$ cat config.mk
export PLATFORM = sky130hd
export DESIGN_NAME = controlador_turnos_gato
export DESIGN_NICKNAME = d
export VERILOG_FILES = /design/src/rtl/controlador_turnos_gato.sv
export SDC_FILE = /design/constraint.sdc
export NUM_CORES = 1
export LEC_CHECK = 0
export BUFFER_PORTS_ARGS = -buffer_cell sky130_fd_sc_hd__buf_2
export CORE_AREA = 5 5 69 77
export DETAILED_ROUTE_END_ITERATION = 6
export DIE_AREA = 0 0 74 82
export PLACE_DENSITY = 0.67
export SYNTH_ARGS = -nofsm -noshare
export SYNTH_HDL_FRONTEND = slang
export SYNTH_SLANG_ARGS = --single-unit
$ cat constraint.sdc
create_clock -name clk -period 6.5 [get_ports clk]
set_clock_uncertainty 0.05 [all_clocks]
set_input_delay 1.95 -clock clk [delete_from_list [all_inputs] [get_ports clk]]
set_output_delay 1.95 -clock clk [all_outputs]
set_load 0.05 [all_outputs]
$ cat src/rtl/controlador_turnos_gato.sv
// Gato (tic-tac-toe) turn controller: grants the player on turn, validates the
// requested cell, updates the occupancy boards and evaluates win/draw.
module controlador_turnos_gato #(
  parameter logic PRIMER_TURNO = 1'b0
) (
  input  logic       clk,
  input  logic       rst_n,
  input  logic       nuevo_juego,
  input  logic       jug_x_valido,
  input  logic [1:0] jug_x_fila,
  input  logic [1:0] jug_x_col,
  output logic       jug_x_ack,
  input  logic       jug_o_valido,
  input  logic [1:0] jug_o_fila,
  input  logic [1:0] jug_o_col,
  output logic       jug_o_ack,
  output logic [8:0] tablero_x,
  output logic [8:0] tablero_o,
  output logic       turno,
  output logic [1:0] estado_juego,
  output logic       error_jugada,
  output logic [3:0] movimientos
);

  typedef enum logic [2:0] {ESPERA, VALIDA, ESCRIBE, EVALUA, FIN} estado_t;

  // Eight winning lines, line gi at bits [gi*9 +: 9]: rows, columns, diagonals.
  localparam logic [71:0] LINEAS = {
    9'b001010100, 9'b100010001,
    9'b100100100, 9'b010010010, 9'b001001001,
    9'b111000000, 9'b000111000, 9'b000000111
  };

  estado_t    estado_q;
  logic [1:0] fila_q, col_q;
  logic [8:0] tab_x_q, tab_o_q;
  logic       turno_q;
  logic [1:0] resultado_q;
  logic       ack_x_q, ack_o_q, error_q;
  logic [3:0] mov_q;

  logic       sel_valido_d;
  logic [1:0] sel_fila_d, sel_col_d;
  logic [3:0] indice_d;
  logic       fuera_rango_d;
  logic [8:0] celda_d;
  logic       ilegal_d;
  logic [8:0] tab_mover_d;
  logic [7:0] linea_hit_d;
  logic       gana_d;

  assign sel_valido_d  = turno_q ? jug_o_valido : jug_x_valido;
  assign sel_fila_d    = turno_q ? jug_o_fila   : jug_x_fila;
  assign sel_col_d     = turno_q ? jug_o_col    : jug_x_col;

  assign fuera_rango_d = (fila_q == 2'd3) || (col_q == 2'd3);
  assign indice_d      = ({2'b00, fila_q} * 4'd3) + {2'b00, col_q};
  assign celda_d       = fuera_rango_d ? 9'd0 : (9'd1 << indice_d);
  assign ilegal_d      = fuera_rango_d || (|(celda_d & (tab_x_q | tab_o_q)));

  // The mover's board already contains the new mark when EVALUA looks at it.
  assign tab_mover_d   = turno_q ? tab_o_q : tab_x_q;

  for (genvar gi = 0; gi < 8; gi++) begin : g_lineas
    assign linea_hit_d[gi] = &(tab_mover_d | ~LINEAS[gi*9 +: 9]);
  end
  assign gana_d = |linea_hit_d;

  always_ff @(posedge clk or negedge rst_n) begin
    if (!rst_n) begin
      estado_q    <= ESPERA;
      fila_q      <= 2'd0;
      col_q       <= 2'd0;
      tab_x_q     <= 9'd0;
      tab_o_q     <= 9'd0;
      turno_q     <= PRIMER_TURNO;
      resultado_q <= 2'b00;
      ack_x_q     <= 1'b0;
      ack_o_q     <= 1'b0;
      error_q     <= 1'b0;
      mov_q       <= 4'd0;
    end else if (nuevo_juego) begin
      estado_q    <= ESPERA;
      fila_q      <= 2'd0;
      col_q       <= 2'd0;
      tab_x_q     <= 9'd0;
      tab_o_q     <= 9'd0;
      turno_q     <= PRIMER_TURNO;
      resultado_q <= 2'b00;
      ack_x_q     <= 1'b0;
      ack_o_q     <= 1'b0;
      error_q     <= 1'b0;
      mov_q       <= 4'd0;
    end else begin
      ack_x_q <= 1'b0;
      ack_o_q <= 1'b0;
      error_q <= 1'b0;
      case (estado_q)
        ESPERA: begin
          if (sel_valido_d) begin
            fila_q   <= sel_fila_d;
            col_q    <= sel_col_d;
            ack_x_q  <= ~turno_q;
            ack_o_q  <= turno_q;
            estado_q <= VALIDA;
          end
        end
        VALIDA: begin
          if (ilegal_d) begin
            error_q  <= 1'b1;
            estado_q <= ESPERA;
          end else begin
            estado_q <= ESCRIBE;
          end
        end
        ESCRIBE: begin
          if (turno_q) tab_o_q <= tab_o_q | celda_d;
          else         tab_x_q <= tab_x_q | celda_d;
          if (mov_q != 4'd9) mov_q <= mov_q + 4'd1;
          estado_q <= EVALUA;
        end
        EVALUA: begin
          if (gana_d) begin
            resultado_q <= turno_q ? 2'b10 : 2'b01;
            estado_q    <= FIN;
          end else if (mov_q == 4'd9) begin
            resultado_q <= 2'b11;
            estado_q    <= FIN;
          end else begin
            turno_q  <= ~turno_q;
            estado_q <= ESPERA;
          end
        end
        FIN:     estado_q <= FIN;
        default: estado_q <= ESPERA;
      endcase
    end
  end

  assign jug_x_ack    = ack_x_q;
  assign jug_o_ack    = ack_o_q;
  assign tablero_x    = tab_x_q;
  assign tablero_o    = tab_o_q;
  assign turno        = turno_q;
  assign estado_juego = resultado_q;
  assign error_jugada = error_q;
  assign movimientos  = mov_q;

endmodule

==> results of run 1 <==
## cell usage in the layout, fill, tap and decap left out, drive strengths merged, types with 2 or more instances in the layout
cell	Yosys	layout
xor2	3	3
a21oi	20	20
nand2	9	9
nand2b	2	2
nor3	5	5
inv	11	11
a31oi	5	5
a221oi	2	2
a211oi	3	3
buf	3	40
fa	2	2
or3b	2	2
a22o	3	3
mux2i	5	5
clkbuf	4	6
o31ai	7	7
nor4	4	4
ha	5	5
nand3b	2	2
nor2	34	34
a22oi	3	3
dfrtp	35	35
nor2b	5	5
and3	4	4
## path summary, 6_finish.rpt
| path | to | slack [ps] |
|---|---|---|
| max | turno | 3110 |
| min | col_q[0] | 480 |
| max reg2reg | tablero_x[7] | 3540 |
| min reg2reg | col_q[0] | 480 |
| max in group asynchronous | tablero_x[1] | 4210 |
| min in group asynchronous | tablero_o[7] | 1690 |
## cell families (layout without fill, tap and decap cells)
logic type / after synthesis / count (layout) / synth area share (%)
xor+xnor: 4 / 4 / 1.83
buf+inv: 18 / 58 / 3.72
fa+ha+maj: 7 / 7 / 5.35
compound gates: 53 / 53 / 19.1
flops: 35 / 35 / 45.7
mux: 6 / 6 / 3.20
simple gates: 76 / 76 / 21.1
## power by group through the flow
stage | Sequential [mW] | Combinational (mW) | Clock [mW]
3_5_place_dp | 0.275 | 0.216 | 0
3_3_place_gp | 0.275 | 0.215 | 0
4_1_cts | 0.271 | 0.217 | 0.163
6_report | 0.271 | 0.215 | 0.158
2_1_floorplan | 0.319 | 0.111 | 0
5_1_grt | 0.275 | 0.235 | 0.172
## registers in the layout, summed over array words and instances (netlist names), 2 cells and up
name / flops
tablero_x: 9
fila_q: 2
tablero_o: 9
movimientos: 4
estado_q: 3
estado_juego: 2
col_q: 2
## routing by layer
layer / vias to the layer above / global-route usage [%] / wire length, µm
li1: 797 / - / -
met1: 808 / 22.2 / 2110
met2: 36 / 28.8 / 2290
met3: 8 / 3.55 / 219
met4: 0 / 5.62 / 66
met5: - / 0 / 0
## through the flow
stage	power, mW	utilization, %	worst slack, ps	instances
after CTS	0.652	49.7	3090	295
after floorplan	0.430	-	3480	199
after global placement	0.490	47.7	3260	288
after detailed placement	0.492	47.7	3220	288
after global routing	0.682	49.7	3040	295
final	0.644	49.7	3110	295
## synth_stat cells, types with 2 or more instances
master / count / area share, %
a22o_1: 3 / 1.4
a22oi_1: 3 / 1.2
xor2_1: 3 / 1.4
nand2b_1: 2 / 0.65
nor2b_1: 5 / 1.6
nand2_1: 9 / 1.8
nor3_1: 5 / 1.3
a21oi_1: 20 / 5.2
or3b_1: 2 / 0.91
and3_1: 4 / 1.3
a221oi_1: 2 / 0.91
nor2_1: 34 / 6.7
fa_1: 2 / 2.1
inv_1: 11 / 2.2
nand3b_1: 2 / 0.78
a211oi_2: 2 / 1.3
ha_1: 5 / 3.3
clkbuf_1: 4 / 0.78
nor4_2: 3 / 2.0
dfrtp_1: 35 / 46
a31oi_1: 5 / 1.6
buf_2: 3 / 0.78
mux2i_1: 5 / 2.6
o31ai_1: 7 / 2.7
## final cells by class
class	instances	area, µm²
Clock buffer	6	82.6
Clock inverter	1	5.00
Fill cell	444	2280
Inverter	11	41.3
Multi-Input combinational cell	146	971
Sequential cell	35	876
Tap cell	56	70.1
Timing Repair Buffer	40	200
==> flow_metrics.py, run 1 <==
metrics = {
    "global_routing": {
        "grt_antenna_before_repair": 0,
        "gr-total-overflow": 0,
        "grt_pass1_vias": 1661,
        "grt_max_degree": 38,
        "grt_pass1_wl_um": 8020,
        "grt_usage_pct": 17.2,
    },
    "routing": {
        "drc": 0,
        "drt_iter0_drc": 84,
        "route.vias.total": 1649,
        "drt_pre_antenna_iters": 4,
        "avgRoutedWirePerCell_um": 15.9,
        "drt_wl_total_um": 4680,
        "final_antenna_net_count": 0,
        "viasPerCell": 5.59,
    },
    "cells_and_area": {
        "area_growth_pct": 17.1,
        "layout.nets": 259,
        "drive_above_1_share_pct": 23.0,
        "final_cell_area_um2": 2250,
        "antenna_cells": 0,
    },
    "status": {
        "status": "completed",
    },
    "worst_setup_path": {
        "cp_top_family": "flip-flops",
        "critPathSlowestCell": "dfrtp_1",
        "crit_chain": "buf_2",
        "max_stage_delay_ps": 730,
        "worstRegToRegCells": 10,
        "worstPathRequired_ps": 4500,
        "worstPathMaxFanout": 16,
        "worstPathArrival_ps": 1390,
        "critPathLaunch": "turno",
        "crit_buf_inv": 1,
        "startpoint_type": "flip-flop",
        "r2r_start": "fila_q[1]",
        "critPathKind": "flip-flop to output pin",
        "path_depth": 1,
        "critPathCaptureType": "output pin",
    },
    "pwr": {
        "p_sw_share_pct": 40.1,
        "vdd_ir_drop_max_mv": 0.124,
        "p_int_mw": 0.386,
        "total_leakage_power_nw": 1.10,
        "pwr-share-clk_pct": 24.5,
        "switching_power_mw": 0.258,
        "p_seq_share_pct": 42.1,
        "comb_power_share_pct": 33.4,
        "powerDensity_nw_per_um2": 287,
    },
    "clock_network": {
        "cts_buffers": 5,
        "cts-root-buf": "clkbuf_8",
        "htreeDepth": 2,
        "ctsResizeCount": 0,
        "cts_tree": "done",
        "cts.sinks": 35,
        "cts_setup_buffers": 0,
        "cts_max_path_buffers": 2,
        "cts_hold_buffers": 0,
        "clk-insertion-delay-late_ps": 280,
        "clk_pin_slew_ps": 70,
    },
    "yosys": {
        "ys_ff_latch": 35,
        "syn_inst": 199,
        "synth-async-reset-ratio_pct": 100,
        "synthDistinctLibCells": 47,
        "synth_flop_cell": "dfrtp_1",
        "syn_area_per_cell_um2": 9.64,
        "syn-num-nets": 219,
        "synth_area_um2": 1920,
        "synth_edf_count": 0,
        "yosysSeqAreaShare_pct": 45.7,
        "yosysWarnings": 0,
    },
    "min_path": {
        "hold_path.class": "flip-flop to flip-flop",
        "worstHoldStart": "col_q[0]",
        "min_path_cells": 2,
    },
    "floorplanning": {
        "core_area_um2": 4520,
        "die_w_um": 74,
        "ios": 41,
        "start_util_pct": 42.4,
        "rows": 26,
        "die_area_um2": 6070,
        "die_y_um": 82,
    },
    "timing": {
        "finalHoldViolations": 0,
        "min_period_ps": 3390,
        "fin_tns_setup_ps": 0,
        "setup_viol": 0,
        "worst_pin_slew_ps": 777,
        "slew_headroom_pct": 48.2,
        "rsz0062_at_grt": "false",
        "fin_hold_ws_ps": 477,
        "slew_violations": 0,
        "period_share_pct": 52.2,
        "fmax_mhz": 295,
    },
    "placed_design": {
        "portBuffers": 40,
        "gp_congestion": 0.856,
        "hpwl_um": 3380,
        "placed_cell_area_um2": 2160,
    },
    "job": {
        "maxCapViolations": 0,
    },
}
Power figures use the tool's default switching activity.
==> run 2: changes to the inputs <==
--- a/config.mk
+++ b/config.mk
@@ -9,7 +9,7 @@
 export CORE_AREA = 5 5 69 77
 export DETAILED_ROUTE_END_ITERATION = 6
 export DIE_AREA = 0 0 74 82
-export PLACE_DENSITY = 0.67
+export PLACE_DENSITY = 0.69
 export SYNTH_ARGS = -nofsm -noshare
 export SYNTH_HDL_FRONTEND = slang
 export SYNTH_SLANG_ARGS = --single-unit
==> constraint.sdc (replaced) <==
create_clock -name clk -period 2.8 [get_ports clk]
set_clock_uncertainty 0.05 [all_clocks]
set_input_delay 0.84 -clock clk [delete_from_list [all_inputs] [get_ports clk]]
set_output_delay 0.84 -clock clk [all_outputs]
set_load 0.05 [all_outputs]
==> run 2 against run 1 <==
Compared with the run above:
- sequential cell count is the same
- core utilization grew 2.3 points
- first-iteration DRC count grew 76%
- non-clock buffer count grew 12
- combinational power rose to 2.7 times the previous value
- sequential share of layout area shrank 1.7 points
- setup slack got worse by 3000 ps
- die area stayed put
- power rose by 140%
- sequential power up 130%
- critical path type is now flip-flop to flip-flop
- largest cell class unchanged
==> flow_metrics.py, run 2 (same netlist as run 1, synthesis figures left out) <==
metrics = {
    "worst_setup_path": {
        "crit_buf_inv": 2,
        "crit_chain": "inv_1 -> fa_1 -> inv_1 -> ha_1 -> fa_1 -> nand2b_1 -> or2_2 -> nor2_4 -> a31oi_1 -> nor2_1",
        "critPathKind": "flip-flop to flip-flop",
        "worstPathRequired_ps": 2970,
        "startpoint_type": "flip-flop",
        "worstPathMaxFanout": 4,
        "critPathCaptureType": "flip-flop",
        "path_depth": 10,
        "worstPathArrival_ps": 2840,
        "worstRegToRegCells": 10,
        "max_stage_delay_ps": 540,
        "cp_top_family": "adder cells",
        "critPathSlowestCell": "fa_1",
    },
    "global_routing": {
        "grt_antenna_before_repair": 0,
        "gr-total-overflow": 0,
        "grt_usage_pct": 17.4,
        "grt_pass1_vias": 1664,
        "grt_max_degree": 38,
        "grt_pass1_wl_um": 8100,
    },
    "clock_network": {
        "cts.sinks": 35,
        "clk-insertion-delay-late_ps": 290,
        "cts-root-buf": "clkbuf_8",
        "clk_pin_slew_ps": 70,
        "cts_buffers": 5,
        "cts_max_path_buffers": 2,
        "cts_tree": "done",
        "htreeDepth": 2,
        "cts_hold_buffers": 0,
    },
    "status": {
        "status": "completed",
    },
    "timing": {
        "setup_viol": 0,
        "fmax_mhz": 375,
        "slew_violations": 0,
        "fin_tns_setup_ps": 0,
        "min_period_ps": 2670,
        "slew_headroom_pct": 47.6,
        "rsz0062_at_grt": "false",
        "timing.final.ws_setup_ps": 130,
        "period_share_pct": 95.4,
        "worst_pin_slew_ps": 786,
        "finalHoldViolations": 0,
    },
    "pwr": {
        "vdd_ir_drop_max_mv": 0.357,
        "total_leakage_power_nw": 1.16,
        "powerDensity_nw_per_um2": 666,
    },
    "routing": {
        "drt_iter0_drc": 148,
        "final_antenna_net_count": 0,
        "route.vias.total": 1736,
        "drt_pre_antenna_iters": 4,
        "viasPerCell": 5.64,
        "drt_wl_total_um": 4870,
        "avgRoutedWirePerCell_um": 15.8,
        "drc": 0,
    },
    "cells_and_area": {
        "layout_commonest_cell": "buf_2",
        "final_cell_area_um2": 2350,
        "final_cell_mix": "buf_2, dfrtp_1, nor2_1",
        "drive_above_1_share_pct": 27.4,
        "fillCellCount": 437,
        "ff_latch_area_um2": 876,
        "fin_cells": 308,
        "antenna_cells": 0,
        "layout.nets": 271,
        "area_growth_pct": 22.6,
        "multi_input_area_um2": 992,
    },
    "placed_design": {
        "placed_cell_area_um2": 2230,
        "portBuffers": 40,
        "gp_congestion": 0.862,
        "placed_cells": 297,
        "pre_cts_ws_ps": 35.7,
        "hpwl_um": 3500,
    },
    "floorplanning": {
        "start_util_pct": 42.4,
        "die_w_um": 74,
        "die_area_um2": 6070,
        "rows": 26,
        "die_y_um": 82,
        "ios": 41,
        "core_area_um2": 4520,
    },
    "job": {
        "maxCapViolations": 0,
    },
    "min_path": {
        "min_path_cells": 2,
        "hold_path.class": "flip-flop to flip-flop",
    },
}
[run 2: cell count changes in the layout (fill, tap and decap cells not counted)]
cell | previous run | this run
buf_4 | 0 | 12
clkbuf_1 | 0 | 2
nor2_1 | 34 | 32
nor2_4 | 0 | 2
clkbuf_8 | 6 | 5
nor4_1 | 1 | 0
nor4_2 | 3 | 4
[run 2: path summary, 6_finish.rpt]
| check | from | to | slack [ps] |
|---|---|---|---|
| setup reg to reg | fila_q[0] | tablero_o[7] | 130 |
| max in group asynchronous | rst_n | tablero_x[6] | 1620 |
| hold / removal | col_q[1] | col_q[1] | 490 |
| min in group asynchronous | rst_n | jug_o_ack | 580 |
| hold reg to reg | col_q[1] | col_q[1] | 490 |
| setup / recovery | fila_q[0] | tablero_o[7] | 130 |
[run 2: power by group]
part | internal, mW | total (mW) | switching, mW
logic | 0.203 | 0.587 | 0.384
registers | 0.554 | 0.625 | 0.0705
clock network | 0.175 | 0.354 | 0.179
[run 2: cell type report]
class | instances | area share [%]
inverter | 11 | 1.76
tap | 56 | 2.98
clock inverter | 1 | 0.213
sequential | 35 | 37.3
clock buffer | 7 | 3.25
timing repair buffer | 52 | 12.3
multi-input combinational | 146 | 42.2
[run 2: layer usage]
layer	track usage, %	up-vias	wire, µm
met5	0	-	0
met4	6.52	0	89
met3	3.67	11	343
met2	26.8	66	2240
met1	23.9	841	2200
li1	-	818	-
[run 2: tightest hold or removal path: cells and delay by family, from the launching register on]
kind	cells	cell delay, ps
AO/OA/AOI/OAI	1	60
flip-flops	1	390
AND/OR/NAND/NOR	1	60
[run 2: through the flow]
step	hold WS, ps	power (mW)	util, %
final	487	1.57	52.0
after global routing	499	1.66	52.0
after CTS	487	1.55	51.0
after detailed placement	465	1.19	49.2
after global placement	454	1.18	49.2
after floorplan	421	0.998	-
[run 2: timing repair]
action,CTS,global route
setup buffers,0,3
setup endpoints to repair,0,17
resized for setup,0,5
